File: src/rtl/uart_axil_responder.sv
`timescale 1ns/1ps
// uart_axil_responder: AXI4-Lite four-register front end (RX_FIFO, TX_FIFO, STATUS, CTRL) for a byte UART.
// Latency: write response the cycle after AW and W are both accepted; read data two cycles after AR.
// Backpressure: AW/W/AR stall while a request or response is outstanding; RX side has none, overflow drops.

// Byte FIFO used for both directions. A clear beats any push or pop issued in the same
// cycle. A pop on empty is ignored. A push on full is taken only if a pop retires at the same time.
module uart_axil_fifo #(
  parameter int DEPTH = 16
) (
  input  logic       clk,
  input  logic       rst,
  input  logic       clr,
  input  logic       push,
  input  logic [7:0] din,
  input  logic       pop,
  output logic [7:0] dout,
  output logic       empty,
  output logic       full,
  output logic       push_ok
);
  localparam int PW = $clog2(DEPTH);
  localparam int CW = PW + 1;

  logic [7:0]    mem_q [DEPTH];
  logic [PW-1:0] wr_ptr_q, wr_ptr_d;
  logic [PW-1:0] rd_ptr_q, rd_ptr_d;
  logic [CW-1:0] cnt_q, cnt_d;
  logic          do_pop;

  assign empty   = (cnt_q == '0);
  assign full    = (cnt_q == CW'(DEPTH));
  assign dout    = mem_q[rd_ptr_q];
  assign push_ok = push && !clr && (!full || do_pop);

  // Pointer and occupancy update; pointers wrap naturally because DEPTH is a power of two.
  always_comb begin
    do_pop   = pop && !empty && !clr;
    wr_ptr_d = wr_ptr_q;
    rd_ptr_d = rd_ptr_q;
    cnt_d    = cnt_q;
    if (clr) begin
      wr_ptr_d = '0;
      rd_ptr_d = '0;
      cnt_d    = '0;
    end else begin
      if (push_ok) wr_ptr_d = wr_ptr_q + 1'b1;
      if (do_pop)  rd_ptr_d = rd_ptr_q + 1'b1;
      if (push_ok && !do_pop)      cnt_d = cnt_q + 1'b1;
      else if (!push_ok && do_pop) cnt_d = cnt_q - 1'b1;
    end
  end

  // Control state register.
  always_ff @(posedge clk) begin
    if (rst) begin
      wr_ptr_q <= '0;
      rd_ptr_q <= '0;
      cnt_q    <= '0;
    end else begin
      wr_ptr_q <= wr_ptr_d;
      rd_ptr_q <= rd_ptr_d;
      cnt_q    <= cnt_d;
    end
  end

  // Storage needs no reset; occupancy decides what is valid.
  always_ff @(posedge clk) begin
    if (push_ok) mem_q[wr_ptr_q] <= din;
  end
endmodule

module uart_axil_responder #(
  parameter int ADDRW = 4,
  parameter int DATAW = 32,
  parameter int DEPTH = 16
) (
  input  logic               clk,
  input  logic               rst,
  input  logic               awvalid,
  output logic               awready,
  input  logic [ADDRW-1:0]   awaddr,
  input  logic               wvalid,
  output logic               wready,
  input  logic [DATAW-1:0]   wdata,
  input  logic [DATAW/8-1:0] wstrb,
  output logic               bvalid,
  input  logic               bready,
  output logic [1:0]         bresp,
  input  logic               arvalid,
  output logic               arready,
  input  logic [ADDRW-1:0]   araddr,
  output logic               rvalid,
  input  logic               rready,
  output logic [DATAW-1:0]   rdata,
  output logic [1:0]         rresp,
  output logic               tx_valid,
  input  logic               tx_ready,
  output logic [7:0]         tx_data,
  input  logic               rx_valid,
  input  logic [7:0]         rx_data,
  output logic               irq
);
  localparam logic [1:0] SEL_RX     = 2'd0;
  localparam logic [1:0] SEL_TX     = 2'd1;
  localparam logic [1:0] SEL_STATUS = 2'd2;
  localparam logic [1:0] SEL_CTRL   = 2'd3;
  localparam logic [1:0] RESP_OKAY  = 2'b00;
  localparam logic [1:0] RESP_SLV   = 2'b10;

  logic             aw_held_q, aw_held_d;
  logic [1:0]       awsel_q, awsel_d;
  logic             w_held_q, w_held_d;
  logic [7:0]       wbyte_q, wbyte_d;
  logic             wstb_q, wstb_d;
  logic             bvalid_q, bvalid_d;
  logic [1:0]       bresp_q, bresp_d;
  logic             ar_pending_q, ar_pending_d;
  logic [1:0]       arsel_q, arsel_d;
  logic             rvalid_q, rvalid_d;
  logic [1:0]       rresp_q, rresp_d;
  logic [DATAW-1:0] rdata_q, rdata_d;
  logic             ie_q, ie_d;
  logic             ovr_q, ovr_d;
  logic             rx_empty_prev_q, rx_empty_prev_d;
  logic             tx_empty_prev_q, tx_empty_prev_d;
  logic             irq_q, irq_d;

  logic       aw_hs, w_hs, ar_hs, wr_fire, wr_stb;
  logic [1:0] wr_sel;
  logic [7:0] wr_byte;
  logic       tx_push, tx_pop, tx_clr, rx_pop, rx_clr;
  logic       tx_empty, tx_full, tx_push_ok;
  logic       rx_empty, rx_full, rx_push_ok;
  logic [7:0] rx_head;
  logic       unused_ok;

  assign awready  = !rst && !aw_held_q && !bvalid_q;
  assign wready   = !rst && !w_held_q && !bvalid_q;
  assign arready  = !rst && !ar_pending_q && !rvalid_q;
  assign bvalid   = bvalid_q;
  assign bresp    = bresp_q;
  assign rvalid   = rvalid_q;
  assign rresp    = rresp_q;
  assign rdata    = rdata_q;
  assign tx_valid = !tx_empty;
  assign irq      = irq_q;
  assign unused_ok = ^{awaddr, araddr, wdata, wstrb};

  // Decode the write that executes this cycle; AW and W may come from the holding regs or the live bus.
  always_comb begin
    aw_hs   = awvalid && awready;
    w_hs    = wvalid && wready;
    ar_hs   = arvalid && arready;
    wr_sel  = aw_held_q ? awsel_q : awaddr[3:2];
    wr_byte = w_held_q ? wbyte_q : wdata[7:0];
    wr_stb  = w_held_q ? wstb_q : wstrb[0];
    wr_fire = (aw_held_q || aw_hs) && (w_held_q || w_hs);
    tx_push = wr_fire && (wr_sel == SEL_TX) && wr_stb;
    tx_clr  = wr_fire && (wr_sel == SEL_CTRL) && wr_stb && wr_byte[0];
    rx_clr  = wr_fire && (wr_sel == SEL_CTRL) && wr_stb && wr_byte[1];
    tx_pop  = tx_valid && tx_ready;
    rx_pop  = ar_pending_q && (arsel_q == SEL_RX) && !rx_empty;
  end

  uart_axil_fifo #(.DEPTH(DEPTH)) u_tx_fifo (
    .clk(clk), .rst(rst), .clr(tx_clr), .push(tx_push), .din(wr_byte), .pop(tx_pop),
    .dout(tx_data), .empty(tx_empty), .full(tx_full), .push_ok(tx_push_ok)
  );

  uart_axil_fifo #(.DEPTH(DEPTH)) u_rx_fifo (
    .clk(clk), .rst(rst), .clr(rx_clr), .push(rx_valid), .din(rx_data), .pop(rx_pop),
    .dout(rx_head), .empty(rx_empty), .full(rx_full), .push_ok(rx_push_ok)
  );

  // Next-state for both AXI channels, the control/status bits and the interrupt edge detector.
  always_comb begin
    aw_held_d       = aw_held_q;
    awsel_d         = awsel_q;
    w_held_d        = w_held_q;
    wbyte_d         = wbyte_q;
    wstb_d          = wstb_q;
    bvalid_d        = bvalid_q;
    bresp_d         = bresp_q;
    ar_pending_d    = ar_hs;
    arsel_d         = arsel_q;
    rvalid_d        = rvalid_q;
    rresp_d         = rresp_q;
    rdata_d         = rdata_q;
    ie_d            = ie_q;
    ovr_d           = ovr_q;
    rx_empty_prev_d = rx_empty;
    tx_empty_prev_d = tx_empty;

    if (aw_hs) awsel_d = awaddr[3:2];
    if (w_hs) begin
      wbyte_d = wdata[7:0];
      wstb_d  = wstrb[0];
    end

    if (wr_fire) begin
      aw_held_d = 1'b0;
      w_held_d  = 1'b0;
      bvalid_d  = 1'b1;
      bresp_d   = (tx_push && !tx_push_ok) ? RESP_SLV : RESP_OKAY;
      if (wr_sel == SEL_CTRL && wr_stb) ie_d = wr_byte[4];
    end else begin
      if (aw_hs) aw_held_d = 1'b1;
      if (w_hs)  w_held_d  = 1'b1;
      if (bvalid_q && bready) bvalid_d = 1'b0;
    end

    if (ar_hs) arsel_d = araddr[3:2];

    if (ar_pending_q) begin
      rvalid_d = 1'b1;
      rresp_d  = RESP_OKAY;
      rdata_d  = '0;
      case (arsel_q)
        SEL_RX: begin
          if (rx_empty) rresp_d = RESP_SLV;
          else          rdata_d = DATAW'(rx_head);
        end
        SEL_STATUS: begin
          rdata_d = DATAW'({ovr_q, ie_q, tx_full, tx_empty, rx_full, !rx_empty});
          ovr_d   = 1'b0;
        end
        default: ;
      endcase
    end else if (rvalid_q && rready) begin
      rvalid_d = 1'b0;
    end

    // A fresh overrun outranks the clear-on-read so the event is not lost.
    if (rx_valid && !rx_push_ok && !rx_clr) ovr_d = 1'b1;

    irq_d = ie_q && ((rx_empty_prev_q && !rx_empty) || (!tx_empty_prev_q && tx_empty));
  end

  // State registers.
  always_ff @(posedge clk) begin
    if (rst) begin
      aw_held_q       <= 1'b0;
      awsel_q         <= '0;
      w_held_q        <= 1'b0;
      wbyte_q         <= '0;
      wstb_q          <= 1'b0;
      bvalid_q        <= 1'b0;
      bresp_q         <= RESP_OKAY;
      ar_pending_q    <= 1'b0;
      arsel_q         <= '0;
      rvalid_q        <= 1'b0;
      rresp_q         <= RESP_OKAY;
      rdata_q         <= '0;
      ie_q            <= 1'b0;
      ovr_q           <= 1'b0;
      rx_empty_prev_q <= 1'b1;
      tx_empty_prev_q <= 1'b1;
      irq_q           <= 1'b0;
    end else begin
      aw_held_q       <= aw_held_d;
      awsel_q         <= awsel_d;
      w_held_q        <= w_held_d;
      wbyte_q         <= wbyte_d;
      wstb_q          <= wstb_d;
      bvalid_q        <= bvalid_d;
      bresp_q         <= bresp_d;
      ar_pending_q    <= ar_pending_d;
      arsel_q         <= arsel_d;
      rvalid_q        <= rvalid_d;
      rresp_q         <= rresp_d;
      rdata_q         <= rdata_d;
      ie_q            <= ie_d;
      ovr_q           <= ovr_d;
      rx_empty_prev_q <= rx_empty_prev_d;
      tx_empty_prev_q <= tx_empty_prev_d;
      irq_q           <= irq_d;
    end
  end
endmodule

File: config.mk
export PLATFORM = sky130hd
export DESIGN_NAME = uart_axil_responder
export DESIGN_NICKNAME = d
export VERILOG_FILES = /design/src/rtl/uart_axil_responder.sv
export SDC_FILE = /design/constraint.sdc
export NUM_CORES = 1
export LEC_CHECK = 0
export ABC_AREA = 1
export BUFFER_PORTS_ARGS = -buffer_cell sky130_fd_sc_hd__buf_2
export CAP_MARGIN = 40
export CORE_MARGIN = 8
export CORE_UTILIZATION = 44
export CTS_BUF_LIST = sky130_fd_sc_hd__clkbuf_4 sky130_fd_sc_hd__clkbuf_8
export DETAILED_ROUTE_END_ITERATION = 6
export PLACE_DENSITY = 0.73
export RECOVER_POWER = 100
export SLEW_MARGIN = 20
export SYNTH_ARGS = -nofsm -noshare
export SYNTH_HDL_FRONTEND = slang
export SYNTH_SLANG_ARGS = --single-unit
export TNS_END_PERCENT = 20
File: constraint.sdc
create_clock -name clk -period 3.3 [get_ports clk]
set_input_delay 0.165 -clock clk [delete_from_list [all_inputs] [get_ports clk]]
set_output_delay 0.165 -clock clk [all_outputs]
set_load 0.01 [all_outputs]
==> results.json <==
{
  "outcome": "finished with violations",
  "violations": "max-capacitance violations, max-slew violations",
  "nNetsFinal": 1420,
  "clk_path_buf_depth": 3,
  "syn2layout_area_growth_pct": 14.8,
  "post_synth_num_cell_types": 38,
  "synth_top_family_by_area": "compound AO/OA/AOI/OAI gates",
  "placementRows": 64,
  "overflow": 0,
  "vias_per_cell": 5.14,
  "io_pins": 112,
  "maxSlewViolCount": 82,
  "fp.dieW_um": 192,
  "dp_hpwl_um": 18500,
  "initial_core_util_pct": 44.7,
  "die_y_um": 192,
  "netlist_area_um2": 13700,
  "ys_seq_area_share_pct": 66.1,
  "yosys_warnings": 0,
  "antenna_found_initial": 0,
  "cp-end-kind": "flip-flop",
  "routed_wl_um": 29500,
  "dieArea_um2": 36900,
  "drc": 0,
  "cts_tree": "built",
  "track_usage_pct": 15.7,
  "synthAdderAreaFrac_pct": 2.03,
  "layout.cells.most_common": "edfxtp_1",
  "cts_root_buf": "clkbuf_8",
  "hold_path_class": "input pin to flip-flop",
  "grt_pass1_wl_um": 46100,
  "num_vias": 9127,
  "wl_met2_um": 14800,
  "yosys.area_share.xor_xnor_pct": 0.513,
  "layout-drive-gt1-share_pct": 9.78,
  "drtAntennaViolNets": 0,
  "clock-sinks": 323,
  "most-common-layout-cells": "edfxtp_1 (256), o21ai_0 (139), inv_1 (117), nand2_1 (117), nor2_1 (115)",
  "arrival_ns": 3.41,
  "rsz0062_at_grt": "no",
  "dr.pass1.iters": 5,
  "clk_pin_slew_ns": 0.06,
  "htreeDepth": 2,
  "cp_max_fo": 10,
  "highest_layer": "met4",
  "relSlewSlack_pct": -1.13,
  "setup_ws_ns": 0.350,
  "hold_viol_final": 0,
  "synth_compound_gate_area_share_pct": 12.5,
  "fin_skew_ns": 0.0242,
  "crit_required_ns": 3.76,
  "peakVddDrop_mv": 0.376,
  "netlist_instances": 1207,
  "drt_iter0_drc": 663,
  "avgSynthCellArea_um2": 11.3,
  "worstSetupPathType": "flip-flop to flip-flop",
  "post_drt_wl_per_cell_um": 16.6,
  "synth.area.mux_share_pct": 2.34,
  "utilization_pct": 51.3,
  "cts_made_buffers": 51,
  "dr_wl_met3_um": 1780,
  "fin_crit_sh_pct": 89.4,
  "ys_seq_elements": 323,
  "p_leak_nw": 5.61,
  "cellPowerDensity_nw_per_um2": 676,
  "finalSetupViolCount": 0,
  "pre_cts_ws_ns": 0.322,
  "fmax_mhz": 339,
  "wl_met1_um": 12200,
  "grt_max_degree": 82,
  "synthSimpleGateAreaFrac_pct": 9.97,
  "cp-start-kind": "flip-flop",
  "setup-tns-final_ns": 0,
  "maxCapViolCount": 1,
  "port_buffers": 54,
  "insertion_delay_ns": 0.57,
  "fp.coreArea_um2": 30600,
  "tightestPinTransition_ns": 1.52,
  "routabilityCongestion": 0.796,
  "grt_pass1_vias": 8941,
  "min_period_ns": 2.95
}
==> path summary, 6_finish.rpt <==
| path | from | endpoint | slack [ns] | cells after the start |
|---|---|---|---|---|
| setup / recovery | ar_pending_q | u_rx_fifo.cnt_q[4] | 0.35 | 15 |
| hold / removal | rst | rdata[5] | 0.01 | 3 |
| setup reg to reg | ar_pending_q | u_rx_fifo.cnt_q[4] | 0.35 | 15 |
| hold reg to reg | ie_q | irq | 0.44 | 2 |
==> cell type report <==
class | instances | area (um^2)
clock buffers | 64 | 812
clock inverters | 31 | 299
inverters | 124 | 468
multi-input cells | 706 | 3820
well taps | 396 | 495
flip-flops and latches | 323 | 9030
fillers | 2653 | 14900
repair buffers | 132 | 759
diodes | 1 | 2.50
==> kinds of logic after synthesis <==
family                   after synthesis
AO/OA/AOI/OAI                        304
XOR/XNOR                               8
adder cells (fa/ha/maj)               21
buffers and inverters                203
flip-flops                           323
multiplexers                          32
other                                  1
AND/OR/NAND/NOR                      315
==> flip-flops by register name, summed over array words and instances (netlist names), 2 cells and up, named ones only <==
name and count:
arsel_q 2, awsel_q 2, rdata 8, u_rx_fifo.cnt_q 5, u_rx_fifo.mem_q 128, u_rx_fifo.rd_ptr_q 4, u_rx_fifo.wr_ptr_q 4, u_tx_fifo.cnt_q 5
u_tx_fifo.mem_q 128, u_tx_fifo.rd_ptr_q 4, u_tx_fifo.wr_ptr_q 4, wbyte_q 8
==> per-stage QoR <==
step | total power, mW | instance area, um^2 | hold WS, ns | instances
after floorplan | 6.43 | 13800 | 0.260 | 1232
after global placement | 6.97 | 14400 | 0.358 | 1649
after detailed placement | 7.08 | 14500 | 0.365 | 1650
after CTS | 10.7 | 15900 | 0.00464 | 1773
after global routing | 11.2 | 15700 | -0.00606 | 1776
final | 10.6 | 15700 | 0.0136 | 1777
==> Yosys cell counts <==
master | number | share of area [%]
edfxtp_1 | 256 | 56
o21ai_0 | 138 | 5.1
nand2_1 | 116 | 3.2
inv_1 | 115 | 3.2
nor2_1 | 114 | 3.1
a21oi_1 | 97 | 3.6
dfxtp_1 | 67 | 9.8
o211ai_1 | 56 | 3.1
nand3_1 | 50 | 1.8
clkbuf_1 | 35 | 0.96
mux2i_1 | 32 | 2.3
buf_4 | 27 | 1.5
ha_1 | 19 | 1.7
nor3_1 | 17 | 0.62
buf_2 | 14 | 0.51
inv_2 | 7 | 0.19
xor2_1 | 7 | 0.45
nor2_4 | 4 | 0.33
a211oi_1 | 3 | 0.16
a22oi_1 | 3 | 0.16
nand2_2 | 3 | 0.14
nand2_4 | 3 | 0.25
o21ai_1 | 3 | 0.11
buf_6 | 2 | 0.16
clkinv_1 | 2 | 0.055
fa_1 | 2 | 0.29
nand3_2 | 2 | 0.15
nand4_1 | 2 | 0.092
nor3_2 | 2 | 0.15
a21oi_2 | 1 | 0.064
a22o_1 | 1 | 0.064
buf_1 | 1 | 0.027
conb_1 | 1 | 0.027
nand3b_1 | 1 | 0.055
o211ai_4 | 1 | 0.16
o21ai_2 | 1 | 0.064
or2_2 | 1 | 0.046
xnor2_1 | 1 | 0.064
==> critical path, stage by stage, from the launching register on <==
cell	delay, ns
dfxtp_1	0.39
inv_1	0.21
nor3_1	0.25
nand2_1	0.14
inv_2	0.21
o211ai_4	0.14
inv_2	0.12
ha_1	0.17
inv_1	0.11
fa_1	0.42
a21oi_1	0.15
nor2_1	0.06
o21ai_0	0.14
nand3_1	0.11
o21ai_0	0.17
a21oi_1	0.06
==> per-layer routing <==
layer / vias to the layer above / track usage (%)
met2: 258 / 27.5
met3: 59 / 3.05
met5: - / 0
li1: 4464 / -
met1: 4346 / 19.0
met4: 0 / 5.08
==> power by group <==
part	total (mW)	leakage, nW	switching (mW)	internal, mW
registers	4.82	2.86	0.216	4.60
logic	2.19	2.17	1.37	0.815
clock network	3.60	0.579	1.56	2.04
==> what timing repair did <==
action,CTS,global route
endpoints found under the hold margin,135,0
setup endpoints to repair,0,1
resized for setup,0,2
hold buffers,28,0
buffers inserted,0,2
Power figures use the tool's default switching activity.
